--- src/rtl/microwave_pkg.sv ---
// Shared definitions for the microwave cook-timer controller.
// Holds the controller state encoding, the BCD digit width, the default
// timing parameters and a helper that sizes counters.
package microwave_pkg;

    typedef enum logic [2:0] {
        ST_IDLE,
        ST_SET,
        ST_COOK,
        ST_PAUSE,
        ST_DONE
    } state_t;

    localparam int BCD_W                = 4;
    localparam int TICK_DIV_DEFAULT     = 100;
    localparam int ALARM_CYCLES_DEFAULT = 300;

    // Counter width for a modulus of n; never narrower than one bit.
    function automatic int cnt_width(input int n);
        return (n > 1) ? $clog2(n) : 1;
    endfunction

endpackage

--- src/rtl/tick_prescaler.sv ---
// Divides clk down to one tick per TICK_DIV cycles for the cook timer.
// Ports:
//   clk     - system clock, rising edge
//   clear   - asynchronous active-high reset
//   restart - synchronous return of the count to 0 (fresh cook)
//   run     - count advances only while high; held otherwise (pause)
//   tick    - high for the cycle in which the count sits at TICK_DIV-1
module tick_prescaler
    import microwave_pkg::*;
#(
    parameter int TICK_DIV = TICK_DIV_DEFAULT
) (
    input  logic clk,
    input  logic clear,
    input  logic restart,
    input  logic run,
    output logic tick
);

    localparam int            CW   = cnt_width(TICK_DIV);
    localparam logic [CW-1:0] LAST = CW'(TICK_DIV - 1);

    logic [CW-1:0] cnt_q, cnt_d;

    always_comb begin
        cnt_d = cnt_q;
        if (restart) begin
            cnt_d = '0;
        end else if (run) begin
            cnt_d = (cnt_q == LAST) ? '0 : cnt_q + 1'b1;
        end
    end

    always_ff @(posedge clk or posedge clear) begin
        if (clear) begin
            cnt_q <= '0;
        end else begin
            cnt_q <= cnt_d;
        end
    end

    assign tick = run && !restart && (cnt_q == LAST);

endmodule

--- src/rtl/microwave_controller.sv ---
// Sequencing controller for the microwave's 3-digit BCD min:sec timer.
// Shifts keypad digits into the timer, gates its count enable through the
// tick prescaler while cooking, drives the magnetron and handles door-open,
// pause, stop/cancel and the end-of-cook alarm. All outputs are registered.
//
// state | meaning
// IDLE  | nothing entered; stop clears the timer
// SET   | digits being entered; start begins cooking
// COOK  | magnetron on, timer counting down
// PAUSE | door opened or stop pressed mid-cook; prescaler count held
// DONE  | timer reached 0:00, alarm sounding
//
// Ports:
//   clk, clear            - clock and asynchronous active-high reset
//   key_valid, key_digit  - keypad strobe and digit (values > 9 ignored)
//   start, stop           - front-panel buttons, level sampled
//   door_closed           - 1 when the door is latched
//   timer_zero            - timer reads 0:00
//   timer_bcd, timer_load - digit and shift-in pulse to the timer
//   timer_clear           - clear pulse to the timer
//   timer_en              - one-decrement pulse to the timer
//   magnetron_on, alarm, cooking - heater, buzzer and status
module microwave_controller
    import microwave_pkg::*;
#(
    parameter int TICK_DIV     = TICK_DIV_DEFAULT,
    parameter int ALARM_CYCLES = ALARM_CYCLES_DEFAULT,
    parameter int MAX_DIGITS   = 3
) (
    input  logic             clk,
    input  logic             clear,
    input  logic             key_valid,
    input  logic [BCD_W-1:0] key_digit,
    input  logic             start,
    input  logic             stop,
    input  logic             door_closed,
    input  logic             timer_zero,
    output logic [BCD_W-1:0] timer_bcd,
    output logic             timer_load,
    output logic             timer_clear,
    output logic             timer_en,
    output logic             magnetron_on,
    output logic             alarm,
    output logic             cooking
);

    localparam int            AW         = cnt_width(ALARM_CYCLES);
    localparam logic [AW-1:0] ALARM_LAST = AW'(ALARM_CYCLES - 1);
    localparam logic [1:0]    DIGITS_MAX = 2'(MAX_DIGITS);

    state_t           state_q, state_d;
    logic [1:0]       digit_cnt_q, digit_cnt_d;
    logic [AW-1:0]    alarm_cnt_q, alarm_cnt_d;
    logic [BCD_W-1:0] bcd_q, bcd_d;
    logic             load_q, load_d;
    logic             clr_q, clr_d;
    logic             en_q, en_d;
    logic             mag_q, mag_d;
    logic             alarm_q, alarm_d;
    logic             cooking_q, cooking_d;

    logic             key_ok;
    logic             load_take;
    logic             clear_take;
    logic             presc_restart;
    logic             tick;

    assign key_ok = key_valid && (key_digit <= 4'd9);

    tick_prescaler #(
        .TICK_DIV(TICK_DIV)
    ) u_prescaler (
        .clk    (clk),
        .clear  (clear),
        .restart(presc_restart),
        .run    (state_q == ST_COOK),
        .tick   (tick)
    );

    always_ff @(posedge clk or posedge clear) begin
        if (clear) begin
            state_q     <= ST_IDLE;
            digit_cnt_q <= '0;
            alarm_cnt_q <= '0;
            bcd_q       <= '0;
            load_q      <= 1'b0;
            clr_q       <= 1'b0;
            en_q        <= 1'b0;
            mag_q       <= 1'b0;
            alarm_q     <= 1'b0;
            cooking_q   <= 1'b0;
        end else begin
            state_q     <= state_d;
            digit_cnt_q <= digit_cnt_d;
            alarm_cnt_q <= alarm_cnt_d;
            bcd_q       <= bcd_d;
            load_q      <= load_d;
            clr_q       <= clr_d;
            en_q        <= en_d;
            mag_q       <= mag_d;
            alarm_q     <= alarm_d;
            cooking_q   <= cooking_d;
        end
    end

    always_comb begin
        state_d       = state_q;
        digit_cnt_d   = digit_cnt_q;
        alarm_cnt_d   = alarm_cnt_q;
        load_take     = 1'b0;
        clear_take    = 1'b0;
        presc_restart = 1'b0;
        case (state_q)
            ST_IDLE: begin
                if (stop) begin
                    clear_take = 1'b1;
                end else if (key_ok) begin
                    load_take   = 1'b1;
                    digit_cnt_d = 2'd1;
                    state_d     = ST_SET;
                end
            end
            ST_SET: begin
                if (stop) begin
                    clear_take = 1'b1;
                    state_d    = ST_IDLE;
                end else if (start && door_closed && !timer_zero) begin
                    presc_restart = 1'b1;
                    state_d       = ST_COOK;
                end else if (key_ok && (digit_cnt_q < DIGITS_MAX)) begin
                    load_take   = 1'b1;
                    digit_cnt_d = digit_cnt_q + 2'd1;
                end
            end
            ST_COOK: begin
                // Reaching 0:00 outranks door/stop so the cook still ends cleanly.
                if (timer_zero) begin
                    alarm_cnt_d = '0;
                    state_d     = ST_DONE;
                end else if (!door_closed || stop) begin
                    state_d = ST_PAUSE;
                end
            end
            ST_PAUSE: begin
                if (stop) begin
                    clear_take = 1'b1;
                    state_d    = ST_IDLE;
                end else if (start && door_closed) begin
                    state_d = ST_COOK;
                end
            end
            ST_DONE: begin
                if (stop || (alarm_cnt_q == ALARM_LAST)) begin
                    clear_take = 1'b1;
                    state_d    = ST_IDLE;
                end else begin
                    alarm_cnt_d = alarm_cnt_q + 1'b1;
                end
            end
            default: begin
                state_d = ST_IDLE;
            end
        endcase
        if (state_d == ST_IDLE) begin
            digit_cnt_d = '0;
        end
    end

    always_comb begin
        load_d    = load_take;
        bcd_d     = load_take ? key_digit : bcd_q;
        clr_d     = clear_take;
        // A decrement only goes out if cooking continues past this edge, so a
        // tick landing on door-open, stop or 0:00 is dropped.
        en_d      = (state_q == ST_COOK) && (state_d == ST_COOK) && tick;
        mag_d     = (state_d == ST_COOK);
        cooking_d = (state_d == ST_COOK);
        alarm_d   = (state_d == ST_DONE);
    end

    assign timer_bcd    = bcd_q;
    assign timer_load   = load_q;
    assign timer_clear  = clr_q;
    assign timer_en     = en_q;
    assign magnetron_on = mag_q;
    assign alarm        = alarm_q;
    assign cooking      = cooking_q;

endmodule

--- config.mk ---
export PLATFORM = sky130hd
export DESIGN_NAME = microwave_controller
export DESIGN_NICKNAME = d
export VERILOG_FILES = /design/src/rtl/microwave_pkg.sv /design/src/rtl/tick_prescaler.sv /design/src/rtl/microwave_controller.sv
export SDC_FILE = /design/constraint.sdc
export NUM_CORES = 1
export LEC_CHECK = 0
export CELL_PAD_IN_SITES_DETAIL_PLACEMENT = 0
export CELL_PAD_IN_SITES_GLOBAL_PLACEMENT = 1
export CORE_ASPECT_RATIO = 0.5
export CORE_MARGIN = 3
export CORE_UTILIZATION = 38
export CTS_BUF_LIST = sky130_fd_sc_hd__clkbuf_16
export CTS_CLUSTER_SIZE = 24
export DETAILED_ROUTE_END_ITERATION = 7
export PLACE_DENSITY = 0.75
export SKIP_LAST_GASP = 1
export SLEW_MARGIN = 10
export SYNTH_ARGS = -nofsm -noshare
export SYNTH_HDL_FRONTEND = slang
export SYNTH_SLANG_ARGS = --single-unit
export TNS_END_PERCENT = 1
--- constraint.sdc ---
create_clock -name clk -period 1.7 [get_ports clk]
set_input_delay 0.255 -clock clk [delete_from_list [all_inputs] [get_ports clk]]
set_output_delay 0.255 -clock clk [all_outputs]
set_load 0.05 [all_outputs]
-- Word-level counts from Yosys, hierarchy flattened
Index checks and enable logic that the tools add are counted.
- add/subtract/negate cells: 3
- order comparisons: 2
- equality and inequality tests: 15
- multiplexer cells: 35
- reductions and logical operators: 21
- operator list (cell ; number):
    $mux W3 ; 9
    $mux W7 ; 3
    $mux W9 ; 2
    $pmux W9 S2 ; 1
    $ne A3 B3 Y1 const B ; 5
    $pmux W3 S5 ; 1
    $mux W2 ; 6
    $mux W1 ; 10
    $add A9 B1 Y9 const B ; 1
    $eq A3 B2 Y1 const B ; 3
    $eq A9 B9 Y1 const B ; 1
    $logic_and A1 B1 Y1 ; 8
    $add A7 B1 Y7 const B ; 1
    $eq A7 B7 Y1 const B ; 1
    $eq A3 B3 Y1 const B ; 2
    $logic_not A3 Y1 ; 2
    $reduce_and A6 Y1 ; 1
    $le A4 B4 Y1 const B ; 1
    $ne A2 B2 Y1 const B ; 2
    $pmux W1 S2 ; 2
    $pmux W2 S2 ; 1
    $reduce_bool A2 Y1 ; 2
    $eq A3 B1 Y1 const B ; 1
    $logic_not A1 Y1 ; 3
    6 further kinds ; 7
- register bits: 30

-- Longest topological paths before layout
- word-level depth: 9
- depth in mapped cells: 6
- depth with buffers taken out: 5

-- Hierarchy
A second synthesis with hierarchy kept.
- cells, all modules: 149
- area, all modules: 1560.2 sq um
- modules (own cells, without submodules) (module ; times used ; cells each ; area an instance (sq um)):
    microwave_controller ; 1 ; 106 ; 1161.1
    tick_prescaler ; 1 ; 43 ; 399.1

-- Worst setup path before layout
OpenSTA, ideal clock, no wires.
- path type: reg2reg
- from: register alarm_cnt_q[0]
- to: register digit_cnt_q[1]
- arrival time: 1608 ps
- required time: 1568 ps
- slack: -40 ps
- stages on the path, launching flop included: 6
- path buffers: 0
- period minus slack after synthesis: 1740 ps
- path through: dfrtp_1 -> ha_1 -> or4bb_1 -> o21ai_2 -> and2_1 -> a32oi_1
- word-level cells in the longest chain between the ends: 7
- RTL lines (element ; RTL line ; RTL):
    start, declared ; microwave_controller.sv:53 ; logic [AW-1:0] alarm_cnt_q, alarm_cnt_d;
    start signal, assigned ; microwave_controller.sv:95 ; alarm_cnt_q <= alarm_cnt_d;
    $eq A9 B9 Y1 * ; microwave_controller.sv:153 ; if (stop || (alarm_cnt_q == ALARM_LAST)) begin
    $logic_or A1 B1 Y1 * ; microwave_controller.sv:153 ;
    $mux W3 * ; microwave_controller.sv:153 ;
    $pmux W3 S5 * ; microwave_controller.sv:113 ; case (state_q)
    $logic_not A3 Y1 * ; microwave_controller.sv:164 ; if (state_d == ST_IDLE) begin
    $ne A3 B3 Y1 (no source line) or $reduce_bool A3 Y1 (tied branches) ; - ;
    $reduce_and A6 Y1 (no source line) ; - ;
    end signal, assigned ; microwave_controller.sv:94 ; digit_cnt_q <= digit_cnt_d;
    end, declared ; microwave_controller.sv:52 ; logic [1:0] digit_cnt_q, digit_cnt_d;
Every way passes the cells marked *; elsewhere a longest branch is shown, timed or not.
A chain may end at the register's enable or synchronous reset.

-- Worst setup path after layout
- from: register state_q[1]
- to: register alarm_cnt_q[3]
- word-level cells in the longest chain between the ends: 3
- RTL lines (element ; RTL line ; RTL):
    start, declared ; microwave_controller.sv:51 ; state_t state_q, state_d;
    start signal, assigned ; microwave_controller.sv:93 ; state_q <= state_d;
    $eq A3 B3 Y1 or $eq A3 B2 Y1 (tied branches) ; microwave_controller.sv:113 ;
    $ne A2 B2 Y1 (no source line) or $reduce_bool A2 Y1 (tied branches) ; - ;
    $reduce_and A3 Y1 (no source line) ; - ;
Several ways; a longest one is shown, not always the timed one.

==> metrics.txt <==
status=finished with violations; failing checks=negative setup slack; diode count=0; post-placement cell count=259; post-synthesis sequential element count=30; antenna viol nets, final=0; register area share after synthesis=45.32%; Skew-Pair Late Insertion Delay=270 ps; worst-margin pin slew=530.2 ps; Worst-path clk slew=50 ps; Core ar.=4044 µm²; Synth Warn #=0; Port Buffers=20; Finished Layout Cells=272; Worst path top cell family by delay=simple AND/OR/NAND/NOR gates; CP max FO=8; Num Clock Sinks=30; Hold Vio Cnt, Final=0; CP startpoint kind=register; largest net degree at the start of global routing=31; number of synthesized flops with an enable pin=0; Synth Area in Compound Gates=17.22%; initial core utilization=40.97%; syn nets=174; total congestion overflow=0; CP Class=register to register; min Tclk post-route=1729 ps; Async SR Flop Fraction=100.0%; Mapped Cells=160; CP Cell Sequence=buf_12 -> nor4b_4 -> o21ai_4 -> buf_6 -> or4_1 -> nand2_1; Max transition margin=64.65%; Area Growth Syn to Fin=40.48%; Worst Path Buf+Inv=2; drt initial violations=40; clock buffer depth=2; DP Area=2115 µm²; vias in the first global route=1423; Root Buffer=clkbuf_16; Setup Viol. Count Final=7; layout cells sized above 1=33.49%; Worst setup EP type=register; DRC viols=0; Setup WS post-layout=-28.84 ps; die area=5236 µm²; max-slew violations=0; routed len/inst=13.34 µm; drt total wl=3.629 mm; Total GRT Usage=15.74%; post-route cell area=2327 µm²; Distinct cells, synth=50; crit path DAT=1940 ps; Synth Area in XOR/XNOR=2.115%; CP max stage cell=or4_1; Critical Path Max Stage Delay=470 ps; Final #Nets=231; cts hold-fix bufs=0; most frequent cells in the layout=buf_4, dfrtp_1, nand2_1; peak supply drop=0.0003986 V; Ports=21; Vias=1431; fin crit share=101.7%; commonest non-fill, non-tap cell in the layout=buf_4; Via density=5.261; HPWL after DPL=2.769 mm; Post-synth top flop=dfrtp_1; fmax=0.5784 GHz; Synth Area in Simple Gates=25.00%; PwrDens=909.7 nW/µm²; Leak Pwr=1.061 nW; RSZ-0062 raised after global routing=true; first-pass GRT wire length=6.417 mm; CTS buffer count=5; Die Y=52.69 µm; drt pass-1 iters=4; initial antenna violation count=0; # H-tree levels=2; MaxCap Viol Count=0; multiplexer share of the synthesized area=3.323%; synthesized cell area=1657 µm²; Min Hold Slack=366.2 ps; TritonCTS clock tree=built; Fin Clk Skew=5.054 ps; Post-Synth Adder-Cell Area=2.266%; Syn Area/Cell=10.35 µm²; Req. time, crit path=1910 ps; hold crit path type=input port to async pin; die width=99.38 µm; GPL Wtd Cong=0.7771; largest family of logic cells by synthesized area=simple AND/OR/NAND/NOR gates; row count=16
## logic make-up (layout without fill, tap and decap cells)
logic type | Yosys count | in the layout
adders and majority gates | 3 | 3
buffers and inverters | 16 | 74
DFF | 30 | 30
AOI/OAI and AO/OA | 37 | 37
muxes | 5 | 5
and+or+nand+nor | 65 | 65
xor gates and xnor gates | 4 | 4
## worst min-delay path: cells and delay by family
family | cells | cell delay [ps]
buffers and inverters | 3 | 790
## flip-flops by register name, indices dropped and copies added (netlist names)
signal	count
alarm	1
timer_clear	1
u_prescaler.cnt_q	7
alarm_cnt_q	9
timer_load	1
state_q	3
timer_en	1
digit_cnt_q	2
cooking	1
timer_bcd	4
## metrics by stage
| stage | total power [mW] | util (%) | setup WS, ps | TNS [ps] |
|---|---|---|---|---|
| after global routing | 2.229 | 57.55 | -86.36 | -1176 |
| after CTS | 2.137 | 56.47 | -62.53 | -490.8 |
| final | 2.117 | 57.55 | -28.84 | -118.9 |
| after global placement | 1.299 | 52.29 | -308.9 | -4994 |
| after floorplan | 1.139 | - | 8.082 | 0 |
| after detailed placement | 1.309 | 52.29 | -355.9 | -5576 |
## worst paths after layout
check	slack [ps]	cells after the start	endpoint	start
max	-30	6	alarm_cnt_q[3]	state_q[1]
min	370	3	timer_bcd[3]	clear
max reg2reg	-30	6	alarm_cnt_q[3]	state_q[1]
min reg2reg	510	1	timer_bcd[0]	timer_bcd[0]
max in group asynchronous	1050	3	alarm_cnt_q[1]	clear
min in group clk	470	4	timer_clear	stop
## Yosys cell counts, drive strengths merged (3+ instances only)
cell type,n,share of area [%]
o211ai,3,1.4
o21ai,8,2.6
nand2b,3,1.1
nand2,13,2.9
inv,9,2.0
dfrtp,30,45
nand3,7,2.1
or3,4,1.6
mux2,4,2.7
or4bb,3,2.1
buf,5,2.2
ha,3,2.3
or4,5,2.3
nand4,3,1.1
xnor2,4,2.1
a21oi,10,3.0
o31ai,3,1.4
and2,3,1.1
nor2,7,1.6
## per-layer routing
layer,share of wire [%],global-route usage (%),vias up
met5,0,0,-
met4,1.0,4.535,0
met3,4.0,4.382,4
met2,47,26.33,21
met1,48,20.13,695
li1,-,-,711
## final cells by class
type,instances,area [µm²]
clock inverter,3,12.51
tap,54,67.56
multi-input combinational,114,865.8
timing repair buffer,57,471.7
inverter,9,33.78
clock buffer,5,125.1
fill,337,1717
sequential,30,750.7
## repair_timing
action / 4_1_cts / 5_1_grt
resized for setup: 1 / 7
setup buffers: 3 / 2
endpoints found under the setup margin: 16 / 22
pin swaps: 2 / 3
## power by group
part           leakage (nW)  switching (mW)  internal (mW)
clock                0.0724           0.286          0.527
sequential            0.399          0.0665          0.796
combinational         0.589           0.248          0.193
total                  1.06           0.601           1.52
(Power assumes the default switching activity.)
